$ cat config.mk
export PLATFORM = sky130hd
export DESIGN_NAME = state_timer
export DESIGN_NICKNAME = d
export VERILOG_FILES = /design/src/rtl/washer_pkg.sv /design/src/rtl/minute_tick_gen.sv /design/src/rtl/state_timer.sv
export SDC_FILE = /design/constraint.sdc
export NUM_CORES = 1
export LEC_CHECK = 0
export CORE_MARGIN = 2
export CORE_UTILIZATION = 65
export DETAILED_ROUTE_END_ITERATION = 8
export PLACE_DENSITY = 0.82
export SLEW_MARGIN = 20
export SYNTH_ARGS = -nofsm -noshare
export SYNTH_HDL_FRONTEND = slang
export SYNTH_SLANG_ARGS = --single-unit
$ cat constraint.sdc
create_clock -name Clk -period 7.1 [get_ports Clk]
set_clock_uncertainty 0.2 [all_clocks]
set_input_delay 1.775 -clock Clk [delete_from_list [all_inputs] [get_ports Clk]]
set_output_delay 1.775 -clock Clk [all_outputs]
set_load 0.05 [all_outputs]
$ cat src/rtl/washer_pkg.sv
// Shared definitions between the washing controller and its state timer:
// duration codes, code-to-minutes table and timer state encoding.
package washer_pkg;

    localparam logic [2:0] CODE_IDLE  = 3'd0;
    localparam logic [2:0] CODE_FILL  = 3'd1;
    localparam logic [2:0] CODE_WASH  = 3'd2;
    localparam logic [2:0] CODE_RINSE = 3'd3;
    localparam logic [2:0] CODE_SPIN  = 3'd4;
    localparam logic [2:0] CODE_DONE  = 3'd5;

    localparam logic [2:0] MIN_FILL  = 3'd2;
    localparam logic [2:0] MIN_WASH  = 3'd5;
    localparam logic [2:0] MIN_RINSE = 3'd2;
    localparam logic [2:0] MIN_SPIN  = 3'd1;

    typedef enum logic [1:0] {
        ST_IDLE = 2'd0,
        ST_RUN  = 2'd1,
        ST_HOLD = 2'd2,
        ST_FIRE = 2'd3
    } timer_state_e;

    // Unlisted and terminal codes map to zero minutes, which disarms the timer.
    function automatic logic [2:0] code_minutes(input logic [2:0] code);
        logic [2:0] minutes;
        case (code)
            CODE_IDLE:  minutes = 3'd0;
            CODE_FILL:  minutes = MIN_FILL;
            CODE_WASH:  minutes = MIN_WASH;
            CODE_RINSE: minutes = MIN_RINSE;
            CODE_SPIN:  minutes = MIN_SPIN;
            CODE_DONE:  minutes = 3'd0;
            default:    minutes = 3'd0;
        endcase
        return minutes;
    endfunction

endpackage

$ cat src/rtl/minute_tick_gen.sv
// Minute prescaler: counts enabled cycles and emits a one-cycle tick on the
// cycle the count reaches period-1, wrapping back to zero.
module minute_tick_gen #(
    parameter int unsigned CNT_W = 32
) (
    input  logic             clk,
    input  logic             rst_n,
    input  logic             clear,
    input  logic             enable,
    input  logic [CNT_W-1:0] period,
    output logic             tick
);

    logic [CNT_W-1:0] count_r;
    logic             at_end_s;

    // >= keeps the counter from running away should period ever shrink under it.
    assign at_end_s = (count_r >= (period - CNT_W'(1)));
    assign tick     = enable & at_end_s;

    // Prescaler count: clear wins, then wrap on tick, else advance while enabled.
    always_ff @(posedge clk or negedge rst_n) begin
        if (!rst_n) begin
            count_r <= '0;
        end else if (clear) begin
            count_r <= '0;
        end else if (tick) begin
            count_r <= '0;
        end else if (enable) begin
            count_r <= count_r + CNT_W'(1);
        end else begin
            count_r <= count_r;
        end
    end

endmodule

$ cat src/rtl/state_timer.sv
// Duration timer for the washing controller: loads a minute count whenever the
// state code changes and pulses Trigger_clk_FSM when that duration has elapsed.
module state_timer #(
    parameter int unsigned BASE_TICKS = 60000000,
    parameter int unsigned CNT_W      = 32
) (
    input  logic       Clk,
    input  logic       Rst_n,
    input  logic [1:0] Freq_sel,
    input  logic [2:0] Duration_clk_FSM,
    input  logic       Pause,
    output logic       Trigger_clk_FSM,
    output logic       Timer_busy,
    output logic [2:0] Minutes_left
);

    import washer_pkg::*;

    timer_state_e     state_r;
    timer_state_e     state_s;
    logic [2:0]       code_r;
    logic [1:0]       freq_r;
    logic [2:0]       minutes_r;
    logic [2:0]       minutes_s;
    logic             trigger_r;
    logic             trigger_s;
    logic             busy_r;
    logic             busy_s;
    logic             load_s;
    logic [2:0]       load_minutes_s;
    logic             enable_s;
    logic             tick_s;
    logic [CNT_W-1:0] period_s;

    assign load_s         = (Duration_clk_FSM != code_r);
    assign load_minutes_s = code_minutes(Duration_clk_FSM);
    assign period_s       = CNT_W'(BASE_TICKS) << freq_r;

    // Counting also runs on the HOLD->RUN edge so a pause costs exactly its own length.
    assign enable_s = !load_s && !Pause && ((state_r == ST_RUN) || (state_r == ST_HOLD));

    minute_tick_gen #(
        .CNT_W (CNT_W)
    ) u_tick_gen (
        .clk    (Clk),
        .rst_n  (Rst_n),
        .clear  (load_s),
        .enable (enable_s),
        .period (period_s),
        .tick   (tick_s)
    );

    // Next-state and minute counter; a load overrides pause and expiry.
    always_comb begin
        state_s   = state_r;
        minutes_s = minutes_r;
        if (load_s) begin
            minutes_s = load_minutes_s;
            if (load_minutes_s != 3'd0) begin
                state_s = ST_RUN;
            end else begin
                state_s = ST_IDLE;
            end
        end else begin
            case (state_r)
                ST_IDLE: begin
                    state_s   = ST_IDLE;
                    minutes_s = 3'd0;
                end
                ST_RUN, ST_HOLD: begin
                    if (Pause) begin
                        state_s = ST_HOLD;
                    end else if (tick_s) begin
                        minutes_s = minutes_r - 3'd1;
                        if (minutes_r == 3'd1) begin
                            state_s = ST_FIRE;
                        end else begin
                            state_s = ST_RUN;
                        end
                    end else begin
                        state_s = ST_RUN;
                    end
                end
                ST_FIRE: begin
                    state_s   = ST_IDLE;
                    minutes_s = 3'd0;
                end
                default: begin
                    state_s   = ST_IDLE;
                    minutes_s = 3'd0;
                end
            endcase
        end
    end

    // Output decode from the next state so the registered outputs align with it.
    always_comb begin
        trigger_s = (state_s == ST_FIRE);
        busy_s    = (state_s == ST_RUN) || (state_s == ST_HOLD);
    end

    // State, code copy, latched rate and registered outputs.
    always_ff @(posedge Clk or negedge Rst_n) begin
        if (!Rst_n) begin
            state_r   <= ST_IDLE;
            code_r    <= 3'd0;
            freq_r    <= 2'd0;
            minutes_r <= 3'd0;
            trigger_r <= 1'b0;
            busy_r    <= 1'b0;
        end else begin
            state_r   <= state_s;
            code_r    <= Duration_clk_FSM;
            minutes_r <= minutes_s;
            trigger_r <= trigger_s;
            busy_r    <= busy_s;
            if (load_s) begin
                freq_r <= Freq_sel;
            end else begin
                freq_r <= freq_r;
            end
        end
    end

    assign Trigger_clk_FSM = trigger_r;
    assign Timer_busy      = busy_r;
    assign Minutes_left    = minutes_r;

endmodule

==> impl_results.md, run 1 <==
- Final Cell Area: 3060 µm²
- Kind of end point of the critical path: flop
- Core footprint: 4290 µm²
- H-tree depth: 2
- RSZ-0062 raised after global routing: false
- Sequential share of the synthesized area: 0.384
- Synth Register Bits: 44
- Max IR drop VDD: 0.117 mV
- Area grow syn2layout: 6.85%
- Grt peak-use layer: met2
- Hold WS: 0.317 ns
- Register-to-Register Path Depth: 9
- Hold wc startpoint: u_tick_gen.count_r[0]
- Leak: 1.35 nW
- Clk sinks: 44
- Final Hold Viols: 0
- Crit path launch type: primary input
- Row count: 24
- Min-Delay Path Class: flop to flop
- Reg2reg end: u_tick_gen.count_r[8]
- Total gr overflow: 0
- Top cell type's share of synthesized area: 0.384
- Setup bufs post-CTS: 0
- Crit. Startpoint: Duration_clk_FSM[2]
- TritonRoute pass-1 iters: 4
- Global-route wire length before repair: 9600 µm
- Die Y: 70.4 µm
- Initial antenna violation count: 0
- Worst-skew pair later-pin latency: 0.30 ns
- Int Power: 365 µW
- Post-CTS sizing: 0
- Hold Path Depth: 1
- CTS clk-pin slew, worst paths: 0.08 ns
- GRT Util Overall: 0.245
- Layout cells sized above 1: 0.0583
- Dpl cell area: 2970 µm²
- TritonCTS clock tree: built
- Relative slew slack: 0.344
- ANT nets after route: 0
- Final-report max-slew violation count: 0
- N_diodes: 0
- CTS root buffer: clkbuf_8
- Yosys cell types: 48
- Final HPWL from detailed placement: 3930 µm
- CTS max path bufs: 2
- Synth Area per Inst: 9.59 µm²
- PortBufs: 12
- Clk pwr share: 0.318
- Max Cap Viol: 0
- RR Startpoint: freq_r[1]
- Vias in the first global route: 2102
- I/O pin count: 13
- Crit Path Max Fanout: 24
- Crit path time final: 4.38 ns
- Die ar.: 4960 µm²
- Routed len/inst: 15.7 µm
- Vias: 2222
- Required time of the critical path: 7.05 ns
- Sequential share of power: 0.519
- Most area-hungry cell type in the Yosys netlist: dfrtp_1
- Met2 Use GR: 0.394
- Initial core utilization: 0.668
- Met1 usage: 0.334
- Synthesized netlist cell count: 299
- Syn. warnings: 0
- Comb pwr share: 0.163
- DRC: 0
- Worst reg2reg setup slack: 3.37 ns
- Final WL: 5650 µm
- Net switching power: 144 µW
- Status: finished, final reports clean
- Multi-input combinational cell area: 1650 µm²
- Nets: 350
- Setup_tns: 0 ns
- Total CTS buffers: 5
- Mapped Area: 2870 µm²
- Synth area leaders: dfrtp_1 38%, ha_1 15%, xor2_1 7.0%
- F_max: 228 MHz
- PwrDens: 166 nW/µm²
- Switching Fraction: 0.284
- Largest net degree at the start of global routing: 45
- Overall die width: 70.4 µm
- GR met3 Demand/Resource: 0.0404
- Post-CTS Hold Fix Bufs: 0
- Placer congestion estimate: 0.849
- Fin crit share: 0.617
- Critical path class: primary input to flop
- Final setup fails: 0
- End of the critical path: u_tick_gen.count_r[8]
- Crit path DAT: 4.33 ns
- Filler cells: 325
- Via-to-Cell Ratio: 6.16
- Reg area: 1100 µm²
- DRT iter0 DRCs: 94
- Worst-Margin Slew: 0.984 ns
## flip-flops by register name (all words and copies together), names as in the netlist
| name | flops |
|---|---|
| Minutes_left | 3 |
| Timer_busy | 1 |
| Trigger_clk_FSM | 1 |
| code_r | 3 |
| freq_r | 2 |
| state_r | 2 |
| u_tick_gen.count_r | 32 |
## layer usage
metal / vias to the layer above / wire (µm) / part of all wire
met3: 9 / 279 / 0.049
met4: 0 / 78 / 0.014
met5: - / 0 / 0
met1: 1073 / 2620 / 0.46
li1: 1078 / - / -
met2: 62 / 2670 / 0.47
## critical path: stages
cell and delay [ns]:
clkdlybuf4s50_1 0.62, xor2_2 0.16, nor4_1 0.43, nand2_1 0.33, o21ai_2 0.86, nor2_1 0.14
## layout by cell type, fill, tap and decap left out, drive strengths merged, types with 9 or more instances in the layout
cell	count
a21oi	12
clkdlybuf4s50	11
dfrtp	44
ha	34
inv	11
nand2	26
nand3	16
nand4	13
nor2	34
nor3	9
o21ai	12
xor2	24
## final cells by class
class                      count  area share
timing repair buffer          12      0.0384
multi-input combinational    234       0.538
sequential                    44       0.359
inverter                      11      0.0135
tap                           52      0.0212
clock buffer                   8      0.0294
## kinds of logic (layout without fill, tap and decap cells)
group | count (synthesis) | in the layout | synth area share
buffers and inverters | 22 | 31 | 0.0423
multiplexers | 1 | 1 | 0.00349
AO/OA/AOI/OAI | 45 | 45 | 0.104
adder cells (fa/ha/maj) | 34 | 34 | 0.148
XOR/XNOR | 29 | 29 | 0.0912
AND/OR/NAND/NOR | 123 | 123 | 0.225
other | 1 | 2 | 0.00131
flip-flops | 44 | 44 | 0.384
## how the worst min path moves through the flow
stage,endpoint
finish,u_tick_gen.count_r[0]
global route,u_tick_gen.count_r[7]
CTS,u_tick_gen.count_r[7]
detailed placement,u_tick_gen.count_r[7]
global placement,u_tick_gen.count_r[7]
floorplan,u_tick_gen.count_r[6]
## Yosys cell counts (all sizes together)
cell      n
a2111o    1
a2111oi   1
a21oi    12
a221oi    1
a31oi     8
a41oi     2
and2      3
and3      8
and3b     1
and4      2
buf       9
clkbuf    2
conb      1
dfrtp    44
ha       34
inv      11
mux2i     1
nand2    26
nand2b    1
nand3    16
nand3b    1
nand4    13
nand4b    1
nand4bb   1
nor2     34
nor3      9
nor4      4
o211ai    3
o21ai    12
o21ba     1
o221ai    1
o22a      1
o31a      1
o31ai     1
or3       1
or3b      1
or4b      1
xnor2     5
xor2     24
## per-stage QoR
stage | cells | setup slack (ns) | total power [mW] | util
2_1_floorplan | 300 | 3.72 | 0.322 | -
3_3_place_gp | 353 | 2.49 | 0.348 | 0.692
3_5_place_dp | 353 | 2.38 | 0.351 | 0.692
4_1_cts | 361 | 2.70 | 0.512 | 0.713
5_1_grt | 361 | 2.48 | 0.529 | 0.713
6_report | 361 | 2.72 | 0.509 | 0.713
## power by group through the flow
stage,sequential [mW],clock (mW),combinational [mW]
5_1_grt,0.265,0.171,0.0931
2_1_floorplan,0.278,0,0.0444
4_1_cts,0.264,0.164,0.0835
3_3_place_gp,0.268,0,0.0795
3_5_place_dp,0.269,0,0.0822
6_report,0.264,0.162,0.0832
Note: power is estimated with default switching activity, not from simulation.
==> run 2: changes to the inputs <==
--- a/config.mk
+++ b/config.mk
@@ -6,9 +6,9 @@
 export NUM_CORES = 1
 export LEC_CHECK = 0
 export CORE_MARGIN = 2
-export CORE_UTILIZATION = 65
+export CORE_UTILIZATION = 55
 export DETAILED_ROUTE_END_ITERATION = 8
-export PLACE_DENSITY = 0.82
+export PLACE_DENSITY = 0.73
 export SLEW_MARGIN = 20
 export SYNTH_ARGS = -nofsm -noshare
 export SYNTH_HDL_FRONTEND = slang
==> constraint.sdc (replaced) <==
create_clock -name Clk -period 3.5 [get_ports Clk]
set_clock_uncertainty 0.2 [all_clocks]
set_input_delay 0.875 -clock Clk [delete_from_list [all_inputs] [get_ports Clk]]
set_output_delay 0.875 -clock Clk [all_outputs]
set_load 0.05 [all_outputs]
==> impl_results.md, run 2 (same netlist as run 1, synthesis figures left out) <==
- Status: finished, final reports clean
- Total CTS buffers: 5 (unchanged)
- Row count: 26 (+8.3%)
- Nets: 355 (+1.4%)
- PwrDens: 331 nW/µm² (+99%)
- F_max: 309 MHz
- DRC: 0 (unchanged)
- Layout cells sized above 1: 0.0860 (+0.0277)
- Leak: 1.38 nW (+2.4%)
- DRT iter0 DRCs: 89 (-5.3%)
- RR Startpoint: freq_r[1]
- H-tree depth: 2 (unchanged)
- Worst Path Buf+Inv: 1 (unchanged)
- Overall die width: 76.2 µm (+8.2%)
- Area grow syn2layout: 9.73%
- Routed len/inst: 15.0 µm (-3.9%)
- Global-route wire length before repair: 10200 µm (+6.5%)
- Kind of end point of the critical path: flop
- Final Cell Area: 3150 µm² (+2.7%)
- Vias: 2184 (-1.7%)
- N_diodes: 0 (unchanged)
- Worst setup margin: 0.259 ns (-2.46 ns)
- Max IR drop VDD: 0.228 mV (+96%)
- Crit. Startpoint: freq_r[1]
- Core footprint: 5070 µm² (+18%)
- RSZ-0062 raised after global routing: false
- Crit path launch type: flop
- PortBufs: 12 (unchanged)
- Via-to-Cell Ratio: 5.69 (-7.6%)
- Total gr overflow: 0 (unchanged)
- Dpl cell area: 3040 µm² (+2.4%)
- Final-report max-slew violation count: 0 (unchanged)
- Worst-Margin Slew: 0.554 ns (-0.430 ns)
- Relative slew slack: 0.631 (+0.287)
- CP dominant cell by count: ha_1
- Placer congestion estimate: 0.820 (-3.5%)
- Critical path class: flop to flop
- Post-Layout Cell Count: 384 (+6.4%)
- Final setup fails: 0 (unchanged)
- CTS clk-pin slew, worst paths: 0.09 ns (about the same)
- Cell family with most CP delay: simple AND/OR/NAND/NOR gates
- Crit Path Max Fanout: 8 (-67%)
- Initial core utilization: 0.565 (-0.103)
- Clk sinks: 44 (unchanged)
- Crit path DAT: 3.23 ns (-1.10 ns)
- Max Cap Viol: 0 (unchanged)
- End of the critical path: Timer_busy
- Crit-path max cell delay: 0.47 ns (-0.39 ns)
- Initial antenna violation count: 0 (unchanged)
- Worst reg2reg setup slack: 0.26 ns (-3.11 ns)
- Vias in the first global route: 2215 (+5.4%)
- Die Y: 76.2 µm (+8.2%)
- Worst path cell trace: inv_1 > ha_1 > ha_1 > nand4_1 > nor4_2 > o211ai_1 > and3_4 > or3b_1 > a21oi_1 > ha_1
- TritonCTS clock tree: built
- Final Power: 1.04 mW (+100%)
- Final WL: 5780 µm (+2.2%)
- TritonRoute pass-1 iters: 4 (unchanged)
- Worst-skew pair later-pin latency: 0.30 ns (about the same)
- Setup_tns: 0 ns (unchanged)
- Final HPWL from detailed placement: 4120 µm (+4.7%)
- Fin crit share: 0.926
- Reg2reg end: Timer_busy
- Commonest non-fill, non-tap cell in the layout: dfrtp_1
- ANT nets after route: 0 (unchanged)
- Largest net degree at the start of global routing: 45 (unchanged)
- Max reg flops: 32 (unchanged)
- GRT Util Overall: 0.217 (-0.0277)
- CTS root buffer: clkbuf_8
- Setup bufs post-CTS: 0 (unchanged)
- Die ar.: 5800 µm² (+17%)
- Critical path's slowest cell: dfrtp_2
- Crit path time final: 3.24 ns
- Commonest non-fill, non-tap cells in the layout: 43 x dfrtp_1, 34 x nor2_1, 34 x ha_1
- Register-to-Register Path Depth: 10 (+1)
- Setup slack after placement: 0.125 ns (-2.26 ns)
- Min-Delay Path Class: flop to flop
- Worst path depth: 10 (+4)
- I/O pin count: 13 (unchanged)
- Required time of the critical path: 3.49 ns (-3.56 ns)
- Most flop-heavy register: u_tick_gen.count_r
- Final Hold Viols: 0 (unchanged)
- Placed insts: 376 (+6.5%)
- CTS max path bufs: 2 (unchanged)
[run 2: changes by cell type in the layout (fill, tap and decap cells not counted), sizes merged]
cell,change
clkbuf,-2
buf,+5
clkinv,+2
[run 2: metal layers]
| metal | global-route usage | vias to the layer above | share of wire |
|---|---|---|---|
| met5 | 0 | - | 0 |
| met4 | 0.0418 | 0 | 0.0024 |
| met3 | 0.0427 | 2 | 0.040 |
| met2 | 0.386 | 34 | 0.50 |
| met1 | 0.277 | 1057 | 0.46 |
| li1 | - | 1091 | - |
[run 2: through the flow]
stage                util  hold slack, ns
floorplan               -           0.272
global placement    0.600           0.300
detailed placement  0.600           0.308
CTS                 0.618           0.320
global route        0.620           0.360
finish              0.620           0.322
[run 2: how the worst min path moves through the flow]
stage,start,endpoint,slack (ns),cells past startpoint
finish,u_tick_gen.count_r[0],u_tick_gen.count_r[0],0.32,1
global route,u_tick_gen.count_r[6],u_tick_gen.count_r[6],0.36,1
CTS,u_tick_gen.count_r[7],u_tick_gen.count_r[7],0.32,1
detailed placement,u_tick_gen.count_r[7],u_tick_gen.count_r[7],0.31,1
global placement,u_tick_gen.count_r[7],u_tick_gen.count_r[7],0.30,1
floorplan,u_tick_gen.count_r[6],u_tick_gen.count_r[6],0.27,1
[run 2: layout make-up]
type | instances | area, µm²
inverter | 11 | 41.3
fill | 449 | 1930
clock inverter | 2 | 10.0
multi-input combinational | 234 | 1650
clock buffer | 6 | 82.6
timing repair buffer | 17 | 168
sequential | 44 | 1100
tap | 70 | 87.6
[run 2: report_power, final]
group / total (mW) / internal, mW / switching (mW)
clock: 0.332 / 0.158 / 0.174
combinational: 0.173 / 0.0628 / 0.110
sequential: 0.535 / 0.521 / 0.0137
[run 2: what timing repair did]
action                                  4_1_cts  5_1_grt
hold buffers                                  0        0
gates resized for setup                       0        2
endpoints found under the setup margin        0        4
